## src/rtl/rv_mem_pkg.sv

```systemverilog
// Purpose: shared types and widths for the instruction/data memory port arbiter.
// Latency: n/a (declarations only).
// Backpressure: n/a (declarations only).
package rv_mem_pkg;

  localparam int XLEN = 32;
  localparam int BE_W = 4;

  typedef enum logic [1:0] {
    ARB_IDLE = 2'd0,
    ARB_CMD  = 2'd1,
    ARB_WAIT = 2'd2
  } arb_state_t;

  typedef enum logic {
    OWN_I = 1'b0,
    OWN_D = 1'b1
  } arb_owner_t;

endpackage

```

## src/rtl/mem_port_arbiter_lat_counter.sv

```systemverilog
// Purpose: loadable down-counter that times the memory read latency.
// Latency: count updates one cycle after load/dec; zero is combinational.
// Backpressure: none; stops at zero and waits for the next load.
// Ports: clk, reset (sync, active-high), load/load_val, dec, count, zero.
module lat_counter #(
  parameter int W = 4
) (
  input  logic         clk,
  input  logic         reset,
  input  logic         load,
  input  logic [W-1:0] load_val,
  input  logic         dec,
  output logic [W-1:0] count,
  output logic         zero
);

  always_ff @(posedge clk) begin
    if (reset) begin
      count <= '0;
    end else if (load) begin
      count <= load_val;
    end else if (dec && (count != '0)) begin
      count <= count - 1'b1;
    end
  end

  assign zero = (count == '0);

endmodule

```

## src/rtl/mem_port_arbiter.sv

```systemverilog
// Purpose: shares one fixed-latency memory port between fetch and load/store requesters.
// Latency: grant same cycle as request (when idle); mem_en next cycle; rvalid MEM_LAT cycles after mem_en.
// Backpressure: a request waits (no grant) while a transaction is in flight; data wins unless fetch is starved.
// Ports: clk/reset; fetch side i_req/i_addr -> i_gnt/i_rvalid/i_rdata;
//        data side d_req/d_we/d_be/d_addr/d_wdata -> d_gnt/d_rvalid/d_rdata;
//        memory side mem_en/mem_we/mem_be/mem_addr/mem_wdata <- mem_rdata.
module mem_port_arbiter
  import rv_mem_pkg::*;
#(
  parameter int MEM_LAT    = 2,  // legal 1..15
  parameter int STARVE_MAX = 4   // legal 1..15
) (
  input  logic            clk,
  input  logic            reset,
  input  logic            i_req,
  input  logic [XLEN-1:0] i_addr,
  output logic            i_gnt,
  output logic            i_rvalid,
  output logic [XLEN-1:0] i_rdata,
  input  logic            d_req,
  input  logic            d_we,
  input  logic [BE_W-1:0] d_be,
  input  logic [XLEN-1:0] d_addr,
  input  logic [XLEN-1:0] d_wdata,
  output logic            d_gnt,
  output logic            d_rvalid,
  output logic [XLEN-1:0] d_rdata,
  output logic            mem_en,
  output logic            mem_we,
  output logic [BE_W-1:0] mem_be,
  output logic [XLEN-1:0] mem_addr,
  output logic [XLEN-1:0] mem_wdata,
  input  logic [XLEN-1:0] mem_rdata
);

  localparam logic [3:0] LAT_LOAD   = 4'(MEM_LAT - 1);
  localparam logic [3:0] STARVE_LIM = 4'(STARVE_MAX);

  arb_state_t state, state_nxt;
  arb_owner_t owner;
  logic [3:0] streak;
  logic [3:0] lat_count;
  logic       lat_zero;
  logic       resp;
  logic       grant_ok;
  logic       pick_i;
  logic       cnt_load;
  logic       cnt_dec;

  lat_counter #(.W(4)) u_lat (
    .clk      (clk),
    .reset    (reset),
    .load     (cnt_load),
    .load_val (LAT_LOAD),
    .dec      (cnt_dec),
    .count    (lat_count),
    .zero     (lat_zero)
  );

  always_ff @(posedge clk) begin
    if (reset) begin
      state <= ARB_IDLE;
    end else begin
      state <= state_nxt;
    end
  end

  always_comb begin
    state_nxt = state;
    resp      = 1'b0;
    grant_ok  = 1'b0;
    pick_i    = 1'b0;
    i_gnt     = 1'b0;
    d_gnt     = 1'b0;
    cnt_load  = 1'b0;
    cnt_dec   = 1'b0;

    // The final WAIT cycle doubles as an arbitration slot so that
    // back-to-back transactions cost MEM_LAT+1 cycles each.
    resp     = (state == ARB_WAIT) && lat_zero;
    grant_ok = !reset && ((state == ARB_IDLE) || resp);
    pick_i   = i_req && (!d_req || (streak == STARVE_LIM));
    i_gnt    = grant_ok && pick_i;
    d_gnt    = grant_ok && d_req && !pick_i;

    case (state)
      ARB_IDLE: begin
        if (i_gnt || d_gnt) state_nxt = ARB_CMD;
      end
      ARB_CMD: begin
        cnt_load  = 1'b1;
        state_nxt = ARB_WAIT;
      end
      ARB_WAIT: begin
        cnt_dec = 1'b1;
        if (resp) state_nxt = (i_gnt || d_gnt) ? ARB_CMD : ARB_IDLE;
      end
      default: state_nxt = ARB_IDLE;
    endcase
  end

  always_ff @(posedge clk) begin
    if (reset) begin
      owner     <= OWN_I;
      streak    <= '0;
      mem_en    <= 1'b0;
      mem_we    <= 1'b0;
      mem_be    <= '0;
      mem_addr  <= '0;
      mem_wdata <= '0;
    end else begin
      mem_en <= i_gnt || d_gnt;
      if (i_gnt) begin
        owner    <= OWN_I;
        mem_we   <= 1'b0;
        mem_be   <= '1;
        mem_addr <= i_addr;
      end else if (d_gnt) begin
        owner     <= OWN_D;
        mem_we    <= d_we;
        mem_be    <= d_be;
        mem_addr  <= d_addr;
        mem_wdata <= d_wdata;
      end

      // Streak only counts data grants that actually made fetch wait.
      if (i_gnt) begin
        streak <= '0;
      end else if (d_gnt && i_req && (streak != STARVE_LIM)) begin
        streak <= streak + 1'b1;
      end
    end
  end

  // Reset in the response cycle abandons the transaction, so gate rvalid.
  assign i_rvalid = resp && !reset && (owner == OWN_I);
  assign d_rvalid = resp && !reset && (owner == OWN_D);
  assign i_rdata  = mem_rdata;
  assign d_rdata  = mem_rdata;

endmodule
```

## config.mk

```make
export PLATFORM = sky130hd
export DESIGN_NAME = mem_port_arbiter
export DESIGN_NICKNAME = d
export VERILOG_FILES = /design/src/rtl/rv_mem_pkg.sv /design/src/rtl/mem_port_arbiter_lat_counter.sv /design/src/rtl/mem_port_arbiter.sv
export SDC_FILE = /design/constraint.sdc
export NUM_CORES = 1
export LEC_CHECK = 0
export CORE_MARGIN = 5
export CORE_UTILIZATION = 32
export CTS_CLUSTER_SIZE = 10
export DETAILED_ROUTE_END_ITERATION = 10
export PLACE_DENSITY = 0.87
export REMOVE_ABC_BUFFERS = 1
export SKIP_CTS_REPAIR_TIMING = 1
export SLEW_MARGIN = 20
export SYNTH_ARGS = -nofsm -noshare
export SYNTH_HDL_FRONTEND = slang
export SYNTH_SLANG_ARGS = --single-unit
```

## constraint.sdc

```tcl
create_clock -name clk -period 2.3 [get_ports clk]
set_input_delay 0.69 -clock clk [delete_from_list [all_inputs] [get_ports clk]]
set_output_delay 0.69 -clock clk [all_outputs]
set_load 0.02 [all_outputs]
```

# After elaboration in Yosys (flattened, before gate mapping)
# Cells that the tools add are included.
[totals]
register_bits = 81
latch_bits = 0
ram_bits = 0
rom_bits = 0
out_inout_bits = 138
n_memories = 0
[op_classes]
add_sub_neg = 2
multipliers = 0
n_div = 0
order_cmp = 0
eq_ne = 6
shift = 0
n_mux = 12
bitwise = 2
reduce_logical = 27
[ops]
columns = ["operator", "count"]
rows = [
  ["32-bit 2-to-1 mux", 2],
  ["1-bit logical AND", 12],
  ["4-bit 2-to-1 mux", 2],
  ["2-bit one-hot mux with 3 select lines", 1],
  ["1-bit 2-to-1 mux", 5],
  ["4-bit by 1-bit adder with 4-bit output, second input constant", 1],
  ["4-bit by 3-bit equality test with 1-bit output, second input constant", 1],
  ["4-bit logical NOT", 1],
  ["2-bit 2-to-1 mux", 2],
  ["4-bit by 3-bit != test with 1-bit output, second input constant", 1],
  ["2-bit AND reduction", 2],
  ["2-bit nonzero test", 2],
  ["4-bit nonzero test", 1],
  ["2-bit OR reduction", 2],
  ["4-bit by 1-bit subtractor with 4-bit output, second input constant", 1],
  ["1-bit logical NOT", 3],
  ["1-bit logical OR", 3],
  ["2-bit by 1-bit equality test with 1-bit output, second input constant", 1],
  ["2-bit equality test, second input constant", 1],
  ["2-bit logical NOT", 1],
  ["2-bit by 1-bit != test with 1-bit output, second input constant", 1],
  ["2-bit != test, second input constant", 1],
  ["1-bit NOT", 2],
]

# Logic depth before layout (Yosys ltp)
[depth]
ltp_word = 10
mapped_depth = 8
ltp_nobuf = 7

# Cells and area by module
# Synthesis repeated with hierarchy kept, for this count alone.
[unflattened]
hier_cells = 440
hier_area_um2 = 3826.2
[by_module_without_submodules]
columns = ["module", "instances", "cells_each", "area_each_um2"]
rows = [
  ["mem_port_arbiter", 1, 411, 3563.4],
  ["lat_counter", 1, 29, 262.8],
]

# Worst setup path after synthesis
# Ideal clock, no wire load.
[synth_path]
path_type = "register to output"
start = "reg u_lat.count[0]"
end = "out i_gnt"
t_arrival_ps = 1863
required_ps = 1610
path_slack_ps = -253
path_stages_with_launch = 6
cell_sequence = "dfxtp_1 > inv_1 > ha_1 > or3b_1 > buf_2 > a221oi_1"
[synth_via]
elab_chain_len = 5
[synth_lines]
columns = ["item", "line", "source"]
rows = [
  ["start: declaration", "mem_port_arbiter_lat_counter.sv:13", "output logic [W-1:0] count,"],
  ["start signal: assignment", "mem_port_arbiter_lat_counter.sv:21", "count <= load_val;"],
  ["start signal: assignment", "mem_port_arbiter_lat_counter.sv:23", "count <= count - 1'b1;"],
  ["4-bit logical NOT", "mem_port_arbiter_lat_counter.sv:27", "assign zero = (count == '0);"],
  ["1-bit logical AND", "mem_port_arbiter.sv:80", "resp = (state == ARB_WAIT) && lat_zero;"],
  ["1-bit logical OR", "mem_port_arbiter.sv:81", "grant_ok = !reset && ((state == ARB_IDLE) || resp);"],
  ["1-bit logical AND", "mem_port_arbiter.sv:81", ""],
  ["1-bit logical AND", "mem_port_arbiter.sv:83", "i_gnt = grant_ok && pick_i;"],
  ["end: declaration", "mem_port_arbiter.sv:17", "output logic i_gnt,"],
]
# Every way passes these cells.

# Worst setup path in the final report
# Same ends and word-level chain as after synthesis.

==> impl_summary.log <==
[metrics] total number of vias: 3,755
[metrics] Final ANT Viol Nets: 0
[metrics] drt first-iter violations: 159
[metrics] Final min period: 2.37 ns
[metrics] count of different cell masters after synthesis: 43
[metrics] final number of max-transition violations: 0
[metrics] leading post-synthesis cells by instance count: sky130_fd_sc_hd__nand2_1 (132), sky130_fd_sc_hd__dfxtp_1 (81), sky130_fd_sc_hd__buf_4 (67), sky130_fd_sc_hd__nor2_1 (46), sky130_fd_sc_hd__a21oi_1 (37)
[metrics] mean routed wirelength per cell: 17.4 um
[metrics] Register-to-Register Setup Slack: 0.12 ns
[metrics] number of nets in the final layout: 757
[metrics] cell count of the worst hold path: 2
[metrics] cells on worst reg2reg path: 9
[metrics] fraction of post-synthesis cell area in the top cell type by area: 40.3%
[metrics] initial standard-cell utilization of the core: 32.3%
[metrics] crit path capture type: output port
[metrics] total leakage power: 0.00228 uW
[metrics] Seq/Total Area, Yosys: 40.3%
[metrics] first-pass GRT wire length: 19,900 um
[metrics] hold-critical path endpoint: mem_wdata[15]
[metrics] layout-stage area growth over the synthesis result: 52.9%
[metrics] Post-synth EDFFs: 0
[metrics] post-synth top area cell: sky130_fd_sc_hd__dfxtp_1
[metrics] Syn Std Cell Area: 4020 um2
[metrics] latest clock arrival within the worst-skew pair: 0.33 ns
[metrics] met2 wirelength from detailed routing: 5740 um
[metrics] aggregate routed wire length: 13,800 um
[metrics] Die Y: 122 um
[metrics] final-layout fill cell count: 1,138
[metrics] Peak VDD IR: 285 uV
[metrics] overall global routing resource usage: 17.7%
[metrics] largest fanout on the critical path: 3
[metrics] sequential standard cell area: 1630 um2
[metrics] number of CTS-inserted buffers: 9
[metrics] CP max stage delay: 0.40 ns
[metrics] maximum clock frequency: 0.422 GHz
[metrics] Multi-input gate area: 1820 um2
[metrics] critical path data required time: 1.61 ns
[metrics] remaining global-route overflow: 0
[metrics] layout cell share with drive strength beyond 1: 18.8%
[metrics] H-tree levels: 3
[metrics] Yosys reg bits: 81
[metrics] synthesized netlist cell count: 478
[metrics] final worst-path setup slack: -0.0696 ns
[metrics] routed length on met3: 2120 um
[metrics] pin count of the biggest net entering global routing: 42
[metrics] Port-buffer cells: 178
[metrics] # clock sinks: 81
[metrics] Crit path arrival time: 1.68 ns
[metrics] ratio of routed vias to standard cells: 4.74
[metrics] number of search-and-repair iterations in the first detailed-routing pass: 4
[metrics] worst slew pin tran: 0.632 ns
[metrics] floorplan die width: 122 um
[metrics] share of flip-flops with an asynchronous set or reset: 0%
[metrics] area of the core: 12,500 um2
[metrics] final instance count without filler cells: 793
[metrics] post-detail-place hpwl: 10,400 um
[metrics] synthesized area divided by synthesized cell count: 8.42 um2
[metrics] capture point of the worst reg-to-reg path: mem_addr[14]
[metrics] Area contributors post-synth: sky130_fd_sc_hd__dfxtp_1 (40%), sky130_fd_sc_hd__buf_4 (13%), sky130_fd_sc_hd__nand2_1 (12%)
[metrics] final worst clock skew: 0.00585 ns
[metrics] Crit Path Class: register to output port
[metrics] worst hold-check path type: register to register
[metrics] dominant cell by count in the synthesized netlist: sky130_fd_sc_hd__nand2_1
[metrics] vias in the first global route: 3,626
[metrics] Critical Path, Cell by Cell: inv_2, ha_4, or3b_4, a221oi_4, buf_6
[metrics] residual DRC count: 0
[metrics] number of antenna cells inserted: 0
[metrics] number of placement rows: 41
[metrics] RSZ-0062 raised after global routing: yes
[metrics] highest metal layer with signal wires: met5
[metrics] part of the cycle the worst path needs: 103%
[metrics] number of primary I/O pins: 275
[metrics] headroom to the max-slew limit: 57.9%
[metrics] count of warnings emitted by yosys: 0
[metrics] antenna violations before repair: 0
[metrics] wire length on met1: 5680 um
[metrics] area of the die: 14,900 um2
[metrics] worst-case clock buffer depth: 2
[metrics] worst setup slack after placement: -0.747 ns
[metrics] kind of launch point of the worst setup path: register
[metrics] Crit Reg-Reg Startpoint: u_lat.count[0]
[metrics] max cap viols: 0
[metrics] clock tree from TritonCTS: built
[metrics] dominant register cell in the synthesized netlist: sky130_fd_sc_hd__dfxtp_1
[metrics] post-placement cell count: 777
[metrics] worst-path cell with the longest stage delay: sky130_fd_sc_hd__or3b_4
[metrics] GPL Wtd Cong: 0.762
[metrics] result of the run: finished with violations
[metrics] total power per unit cell area: 656 nW/um2
[metrics] final number of setup-violating endpoints: 1
[metrics] violations in the final reports: negative setup slack
[metrics] startpoint of the worst hold path: mem_wdata[15]
[metrics] register clock-pin slew on the reported worst setup and hold paths: 0.06 ns
[metrics] master cell of the clock root buffer: sky130_fd_sc_hd__clkbuf_16
[metrics] Fin. Hold Viols: 0
kinds of logic (layout without fill, tap and decap cells):
group	after synthesis	in the layout	share of synthesized area [%]
xor gates and xnor gates	1	1	0.218
buffers and inverters	102	245	16.5
DFF	81	81	40.3
muxes	2	2	0.498
AOI/OAI and AO/OA	87	87	20.6
adders and majority gates	4	4	1.24
and+or+nand+nor	201	201	20.6
metrics by stage:
stage / power [uW] / cell area (um2) / setup TNS [ns] / hold slack [ns] / util (%)
finish: 4040 / 6150 / -0.0696 / 0.451 / 49.3
global route: 4250 / 6150 / -0.194 / 0.479 / 49.3
CTS: 4070 / 6060 / -2.68 / 0.455 / 48.6
detailed placement: 2630 / 5770 / -6.75 / 0.447 / 46.3
global placement: 2610 / 5770 / -4.18 / 0.441 / 46.3
floorplan: 2040 / 3380 / -66.35 / 0.445 / -
power by group:
| part | total, uW | leakage [uW] | switching, uW | internal, uW |
|---|---|---|---|---|
| sequential | 1570 | 0.000666 | 60.1 | 1510 |
| clock | 1410 | 0.000144 | 538 | 868 |
| combinational | 1060 | 0.00147 | 500 | 558 |
registers in the layout (all words and copies together) (netlist names):
register and count:
u_lat.count 4, mem_wdata 32, mem_we 1, streak 4, mem_be 4, mem_addr 32
owner 1, state 2, mem_en 1
routing by layer:
layer	vias up	global-route usage (%)
met4	2	5.74
met5	-	7.64
met3	17	12.3
li1	1814	-
met1	1702	20.9
met2	220	24.7
final cells by class:
type	instances	area share (%)
repair buffers	222	35.4
multi-input cells	295	29.6
well taps	172	3.50
clock buffers	13	4.07
flip-flops and latches	81	26.4
inverters	7	0.427
clock inverters	3	0.651
worst max-delay path: cells and delay by family (launching register included):
family                     cells  cell delay [ns]
and+or+nand+nor                1             0.40
buffers and inverters          2             0.24
adders and majority gates      1             0.13
AOI/OAI and AO/OA              1             0.26
DFF                            1             0.32
worst max-delay path by stage:
| stage | start | endpoint | slack (ns) | cells after the start |
|---|---|---|---|---|
| floorplan | u_lat.count[0] | mem_addr[10] | -1.16 | 6 |
| global placement | i_req | i_gnt | -0.75 | 5 |
| detailed placement | i_req | i_gnt | -0.75 | 5 |
| CTS | i_req | i_gnt | -0.76 | 5 |
| global route | u_lat.count[1] | i_gnt | -0.14 | 5 |
| finish | u_lat.count[0] | i_gnt | -0.07 | 5 |
cells in the final DEF, fill, tap and decap left out, types with 3 or more instances in the layout:
| cell type | count |
|---|---|
| sky130_fd_sc_hd__buf_12 | 5 |
| sky130_fd_sc_hd__clkdlybuf4s50_1 | 171 |
| sky130_fd_sc_hd__a21oi_1 | 37 |
| sky130_fd_sc_hd__nand2_1 | 132 |
| sky130_fd_sc_hd__dfxtp_1 | 78 |
| sky130_fd_sc_hd__o22ai_1 | 3 |
| sky130_fd_sc_hd__clkbuf_16 | 9 |
| sky130_fd_sc_hd__inv_2 | 5 |
| sky130_fd_sc_hd__nor2_1 | 45 |
| sky130_fd_sc_hd__a311oi_2 | 31 |
| sky130_fd_sc_hd__dfxtp_2 | 3 |
| sky130_fd_sc_hd__buf_4 | 42 |
| sky130_fd_sc_hd__clkbuf_1 | 3 |
Power figures use the tool's default switching activity.
